--- src/rtl/id_issue_ctrl.sv ---
// rtl/id_issue_ctrl.sv - decode-stage issue controller and register write scoreboard
// Per-register in-flight write counters gate issue on RAW and counter-saturation (WAW) hazards.
module id_issue_ctrl #(
  parameter int REG_ADDR_WIDTH = 5,
  parameter int NUM_REGS       = 32,
  parameter int CNT_WIDTH      = 2,
  parameter int STAT_WIDTH     = 32
) (
  input  logic                      clk,
  input  logic                      rst,
  input  logic                      id_valid,
  input  logic [REG_ADDR_WIDTH-1:0] id_rs1,
  input  logic [REG_ADDR_WIDTH-1:0] id_rs2,
  input  logic                      id_rs2_used,
  input  logic [REG_ADDR_WIDTH-1:0] id_rd,
  input  logic                      id_wr_en,
  input  logic                      ex_ready,
  input  logic                      flush,
  input  logic                      wb_valid,
  input  logic [REG_ADDR_WIDTH-1:0] wb_rd,
  output logic                      issue,
  output logic                      stall_if,
  output logic                      busy,
  output logic                      sb_error,
  output logic [STAT_WIDTH-1:0]     stall_cycles
);

  localparam logic [CNT_WIDTH-1:0]  CNT_MAX  = '1;
  localparam logic [CNT_WIDTH-1:0]  CNT_ONE  = CNT_WIDTH'(1);
  localparam logic [STAT_WIDTH-1:0] STAT_ONE = STAT_WIDTH'(1);

  logic [CNT_WIDTH-1:0] cnt [NUM_REGS];
  logic [NUM_REGS-1:0]  wb_hit;
  logic [NUM_REGS-1:0]  inc;
  logic [NUM_REGS-1:0]  nonzero;
  logic                 rs1_ready;
  logic                 rs2_ready;
  logic                 raw;
  logic                 waw_full;
  logic                 err_now;

  // Entry 0 never matches, so x0 is never counted, decremented or flagged.
  always_comb begin
    wb_hit  = '0;
    nonzero = '0;
    for (int r = 1; r < NUM_REGS; r++) begin
      wb_hit[r]  = wb_valid && (wb_rd == REG_ADDR_WIDTH'(r));
      nonzero[r] = (cnt[r] != '0);
    end
  end

  // Write-through register file: a last pending write retiring now satisfies the read.
  always_comb begin
    rs1_ready = (id_rs1 == '0) || (cnt[id_rs1] == '0) ||
                ((cnt[id_rs1] == CNT_ONE) && wb_hit[id_rs1]);
    rs2_ready = (id_rs2 == '0) || (cnt[id_rs2] == '0) ||
                ((cnt[id_rs2] == CNT_ONE) && wb_hit[id_rs2]);
    raw       = !rs1_ready || (id_rs2_used && !rs2_ready);
    waw_full  = id_wr_en && (id_rd != '0) && (cnt[id_rd] == CNT_MAX) && !wb_hit[id_rd];
  end

  assign issue    = !rst && id_valid && !flush && ex_ready && !raw && !waw_full;
  assign stall_if = !rst && id_valid && !flush && !issue;
  assign busy     = |nonzero;

  always_comb begin
    inc     = '0;
    err_now = 1'b0;
    for (int r = 1; r < NUM_REGS; r++) begin
      inc[r] = issue && id_wr_en && (id_rd == REG_ADDR_WIDTH'(r));
      if (wb_hit[r] && !inc[r] && (cnt[r] == '0)) begin
        err_now = 1'b1;
      end
    end
  end

  always_ff @(posedge clk) begin
    if (rst) begin
      for (int r = 0; r < NUM_REGS; r++) begin
        cnt[r] <= '0;
      end
      sb_error     <= 1'b0;
      stall_cycles <= '0;
    end else begin
      for (int r = 0; r < NUM_REGS; r++) begin
        if (inc[r] && !wb_hit[r]) begin
          cnt[r] <= cnt[r] + CNT_ONE;
        end else if (wb_hit[r] && !inc[r] && (cnt[r] != '0)) begin
          cnt[r] <= cnt[r] - CNT_ONE;
        end
      end
      if (err_now) begin
        sb_error <= 1'b1;
      end
      if (stall_if && (stall_cycles != '1)) begin
        stall_cycles <= stall_cycles + STAT_ONE;
      end
    end
  end

endmodule

--- config.mk ---
export PLATFORM = sky130hd
export DESIGN_NAME = id_issue_ctrl
export DESIGN_NICKNAME = d
export VERILOG_FILES = /design/src/rtl/id_issue_ctrl.sv
export SDC_FILE = /design/constraint.sdc
export NUM_CORES = 1
export LEC_CHECK = 0
export CAP_MARGIN = 5
export CORE_MARGIN = 10
export CORE_UTILIZATION = 55
export DETAILED_ROUTE_END_ITERATION = 12
export GPL_TIMING_DRIVEN = 0
export PLACE_DENSITY = 0.76
export SYNTH_ARGS = -nofsm -noshare
export SYNTH_HDL_FRONTEND = slang
export SYNTH_SLANG_ARGS = --single-unit
--- constraint.sdc ---
create_clock -name clk -period 8.2 [get_ports clk]
set_clock_uncertainty 0.2 [all_clocks]
set_input_delay 1.64 -clock clk [delete_from_list [all_inputs] [get_ports clk]]
set_output_delay 1.64 -clock clk [all_outputs]
set_load 0.05 [all_outputs]
# == After elaboration in Yosys (flattened, before gate mapping) ==
# Memories as Yosys holds them, arrays and structs flattened.
# Cells that the tools add are included.
# classes
eq_ne,66
order_cmp,3
n_mux,318
bitwise_logic,62
add_sub_neg,63
n_reduce_logical,343
# op_table
operator,n
2-to-1 mux 1 bit,253
logical AND 1 bit,200
"== test 5 bit, second input constant",32
2-to-1 mux 2 bit,62
"== test 5 x 4 -> 1 bit, second input constant",16
logical NOT 1 bit,70
logical NOT 2 bit,33
"adder 2 x 1 -> 2 bit, second input constant",31
OR 1 bit,62
nonzero test 2 bit,31
"subtractor 2 x 1 -> 2 bit, second input constant",31
"== test 5 x 3 -> 1 bit, second input constant",8
"adder 32 x 1 -> 32 bit, second input constant",1
"inequality test 32 bit, second input constant",1
OR reduction 31 bit,1
"== test 5 x 2 -> 1 bit, second input constant",4
"less-than comparator 5 x 6 -> 1 bit, second input constant",3
binary-select mux 1 bit (select 5 bit),3
"== test 5 x 1 -> 1 bit, second input constant",2
logical NOT 5 bit,2
logical OR 1 bit,5
nonzero test 5 bit,1
"== test 2 x 1 -> 1 bit, second input constant",2
"== test 2 bit, second input constant",1
# word_totals
register_bits,33
memories,1
ramBits,64
elab_cells,858
# memory_table
name,words,width,rd,rd_ports_with_merged_regs,write_ports,line_no,source
cnt,32,2,34,0,32,32,logic [CNT_WIDTH-1:0] cnt [NUM_REGS];

# == Depth between registers and ports, before layout ==
# logic_depth
ltp_word,48
depth_mapped,14
ltp_nobuf,10

# == Worst setup path after synthesis ==
# OpenSTA, ideal clock, no wires.
# synth_path
kind,in2out
start,input id_rs1[0]
end,output stall_if
path_stages,8
t_arrival_ps,4262
path_slack_ps,2098
path_cell_list,buf_6 > mux4_2 > mux2_2 > a211oi_1 > o21a_2 > o211ai_4 > nor2_1 > nor2b_1
# synth_between
elab_chain_len,11
word_cells_on_any_way,16
# synth_rtl
element,line_no,source
from (decl),12,"input logic [REG_ADDR_WIDTH-1:0] id_rs1,"
memory (32 x 2 bit) or binary-select mux 1 bit (select 5 bit) (tied branches),n/a,
== test 2 x 1 -> 1 bit (tied with other cells),55,((cnt[id_rs1] == CNT_ONE) && wb_hit[id_rs1]);
logical AND 1 bit or logical OR 1 bit (tied branches),"55, 54",
logical OR 1 bit (*),54,rs1_ready = (id_rs1 == '0) || (cnt[id_rs1] == '0) ||
logical NOT 1 bit (*),58,raw = !rs1_ready || (id_rs2_used && !rs2_ready);
logical OR 1 bit (*),58,
logical NOT 1 bit (*),62,assign issue = !rst && id_valid && !flush && ex_ready && !raw && !waw_full;
logical AND 1 bit (*) (2 in series),62,
net issue,21,"output logic issue,"
logical NOT 1 bit (*),63,assign stall_if = !rst && id_valid && !flush && !issue;
logical AND 1 bit (*),63,
to (decl),22,"output logic stall_if,"
# The timed path passes the listed nets; every way through them passes the cells marked *. The select of a mux whose other input is x is not followed.

# == Final worst setup path ==
# layout_path
start,input wb_rd[2]
end,output issue
# layout_between
elab_chain_len,12
word_cells_on_any_way,82
# layout_rtl
element,line_no,source
from (decl),20,"input logic [REG_ADDR_WIDTH-1:0] wb_rd,"
== test 5 x 1 -> 1 bit (tied with other cells),47,wb_hit[r] = wb_valid && (wb_rd == REG_ADDR_WIDTH'(r));
logical AND 1 bit,47,
binary-select mux 1 bit (select 5 bit),57,((cnt[id_rs2] == CNT_ONE) && wb_hit[id_rs2]);
2-to-1 mux 1 bit (not written as such),57,
logical AND 1 bit,57,
logical OR 1 bit,56,rs2_ready = (id_rs2 == '0) || (cnt[id_rs2] == '0) ||
logical NOT 1 bit,58,
logical AND 1 bit,58,
logical OR 1 bit,58,
logical NOT 1 bit,62,
logical AND 1 bit,62,
logical AND 1 bit (*),62,
to (decl),21,
# Every way passes the cells marked *; elsewhere a longest branch is shown, timed or not. The select of a mux whose other input is x is not followed.

==> impl_metrics.json <==
{
  "cts_buffers": 9,
  "relSlewSlack_pct": 35.88,
  "critical_path_class": "in -> out",
  "drt_iter0_drc": 1217,
  "path_cells": "clkdlybuf4s50_1 -> buf_2 -> nor4bb_2 -> nand2_1 -> o221ai_1 -> a2111oi_2 -> and2_1 -> buf_2 -> nor2_1 -> clkdlybuf4s50_1",
  "seq_area_frac_synth_pct": 29.98,
  "powerDensity_nw_per_um2": 135.6,
  "syn_area_sq_um": 8414,
  "dieArea_sq_um": 20650,
  "start_util_pct": 55.76,
  "power_frac_comb_pct": 20.8,
  "cts-root-buf": "clkbuf_16",
  "p_sw_share_pct": 34.05,
  "mostFrequentLayoutCells": "nor2_1, nand2_1, edfxtp_1",
  "avgSynthCellArea_sq_um": 8.339,
  "synthFlopType": "edfxtp_1",
  "die_x_um": 143.7,
  "outcome": "finished clean",
  "postSynth.asyncResetShare_pct": 0,
  "post_cts_resized": 0,
  "first_pass_iters": 6,
  "fin_nets": 1107,
  "track_usage_pct": 32.49,
  "crit_path_end_kind": "output port",
  "area_growth_pct": 13.23,
  "gp_congestion": 1.070,
  "rr_endpoint": "sb_error",
  "std_cell_rows": 45,
  "diodes": 0,
  "crit_path_start_kind": "input pin",
  "cp_max_fo": 10,
  "synth.distinct_cells": 89,
  "drc": 0,
  "cp.arrival_ns": 5.28,
  "hp-class": "reg -> reg",
  "slowest_delay_ns": 0.86,
  "tightest_slew_ns": 0.9618,
  "fp.dieH_um": 143.7,
  "gr-total-overflow": 0,
  "max_freq_mhz": 140.5,
  "wl_mm": 33.82,
  "critPathSlowestCell": "clkdlybuf4s50_1",
  "synth_nets": 1039,
  "antenna_found_initial": 1,
  "hold_buffers": 0,
  "rsz0062_at_grt": "false",
  "reg2reg_depth": 11,
  "p_sw_mw": 0.4397,
  "vias_per_cell": 7.036,
  "drive_above_1_share_pct": 11.55,
  "port-buffer-count": 55,
  "ant_nets": 0,
  "num_vias": 8936,
  "ys_seq_elements": 95,
  "cts.reportedPaths.clkPinSlew_ns": 0.07,
  "ys_warn_count": 0,
  "pwr-share-seq_pct": 43.7,
  "timing.rr.start": "cnt[10][1]",
  "p_leak_nw": 3.104,
  "grt_pass1_wl_mm": 50.67,
  "r2r_slack_ns": 3.96,
  "wl_per_cell_um": 26.63,
  "setup_viol": 0,
  "finalHoldViolCount": 0,
  "dpl_worst_slack_ns": 0.9324,
  "grt_max_degree": 21,
  "setup-tns-final_ns": 0,
  "crit_path_end": "issue",
  "clk_latency_ns": 0.37,
  "cts_tree": "built",
  "ios": 64,
  "max_cap_viol_count": 0,
  "dp_hpwl_mm": 26.15,
  "htree_levels": 3,
  "p_int_mw": 0.8519,
  "cts_sinks": 95,
  "timing.final.ws_setup_ns": 1.084,
  "final_common_cell": "nor2_1",
  "clock_path_buffers": 2,
  "clkPwrFrac_pct": 35.5,
  "netlist_instances": 1009,
  "ir_drop_mv": 0.1086,
  "cts_setup_buffers": 0,
  "p_total_mw": 1.292,
  "grt_pass1_vias": 8264,
  "whs_path_depth": 2,
  "synth-edff-count": 62,
  "min_period_ns": 7.116,
  "cp.required_ns": 6.36,
  "critPathLaunch": "wb_rd[2]",
  "drv_slew": 0,
  "coreArea_sq_um": 15090,
  "post-route-period-util_pct": 86.78
}
sequential cells by signal, indices dropped and copies added (netlist names):
| register | flops |
|---|---|
| cnt | 62 |
| sb_error | 1 |
| stall_cycles | 32 |
final cells by class:
cell class	count	area, sq um
Clock buffer	9	225.2
Buffer	72	394.1
Sequential cell	95	2522
Tap cell	188	235.2
Multi-Input combinational cell	817	5410
Fill cell	1314	5562
Clock inverter	7	86.33
Inverter	25	93.84
Timing Repair Buffer	57	560.5
worst max-delay path: cells and delay by family:
family	cells	cell delay, ns
AOI/OAI and AO/OA	2	0.41
buffers and inverters	4	1.75
and+or+nand+nor	4	1.46
cells in the mapped netlist, drive strengths merged (5+ instances only):
library cell,n,share of area [%]
a211oi,23,2.1
a21oi,30,1.8
a22oi,7,0.62
a311o,6,0.71
a31oi,17,1.3
and2,13,0.97
and3,10,0.74
and4,5,0.52
buf,39,3.2
clkbuf,33,1.5
dfxtp,33,7.9
edfxtp,62,22
inv,24,1.1
mux2,10,1.3
mux2i,9,1.1
mux4,29,7.8
nand2,112,5.0
nand2b,11,0.82
nand3,34,2.2
nand4,17,1.3
nor2,156,7.0
nor2b,18,1.4
nor3,39,2.3
nor3b,5,0.45
nor4,27,2.1
nor4b,8,0.91
o2111ai,6,0.62
o211ai,14,1.5
o21ai,48,2.9
o311ai,5,0.52
o31ai,6,0.54
or2,7,0.52
or3,9,0.67
or4,8,0.76
xnor2,37,3.9
xor2,19,2.2
layer usage:
metal	vias up	GRT usage [%]	part of all wire [%]	wire length (um)
li1	3928	-	-	-
met1	4152	43.25	39	13200
met2	714	47.35	42	14300
met3	140	9.307	13	4529
met4	2	15.64	5.2	1768
met5	-	0	0.038	13
stage by stage:
step / cell area (sq um) / utilization, % / std cells / hold WS (ns)
after detailed placement: 9206 / 61.01 / 1252 / 0.3176
after floorplan: 8414 / - / 1009 / 0.3856
after global placement: 9200 / 60.97 / 1252 / 0.3008
after global routing: 9528 / 63.14 / 1270 / 0.3751
final: 9528 / 63.14 / 1270 / 0.3299
after CTS: 9518 / 63.08 / 1268 / 0.3279
how the worst min path moves through the flow:
stage | to | slack (ns) | from
after CTS | stall_cycles[25] | 0.33 | stall_cycles[25]
after detailed placement | stall_cycles[25] | 0.32 | stall_cycles[25]
after global placement | stall_cycles[25] | 0.30 | stall_cycles[25]
final | stall_cycles[25] | 0.33 | stall_cycles[25]
after floorplan | cnt[15][1] | 0.39 | cnt[15][1]
after global routing | stall_cycles[25] | 0.38 | stall_cycles[25]
kinds of logic (layout without fill, tap and decap cells):
group,count (synthesis),count (layout),share of synthesized area [%]
AO/OA/AOI/OAI,212,212,17.87
adder cells (fa/ha/maj),2,2,0.2974
multiplexers,48,48,10.17
buffers and inverters,97,170,5.799
flip-flops,95,95,29.98
AND/OR/NAND/NOR,499,499,29.87
XOR/XNOR,56,56,6.007
power groups by stage:
stage	registers (mW)	logic, mW	clock network [mW]
detailed placement	0.573	0.258	0
global placement	0.572	0.257	0
global route	0.566	0.281	0.477
floorplan	0.563	0.172	0
CTS	0.562	0.259	0.457
finish	0.565	0.269	0.459
Power figures use the tool's default switching activity.
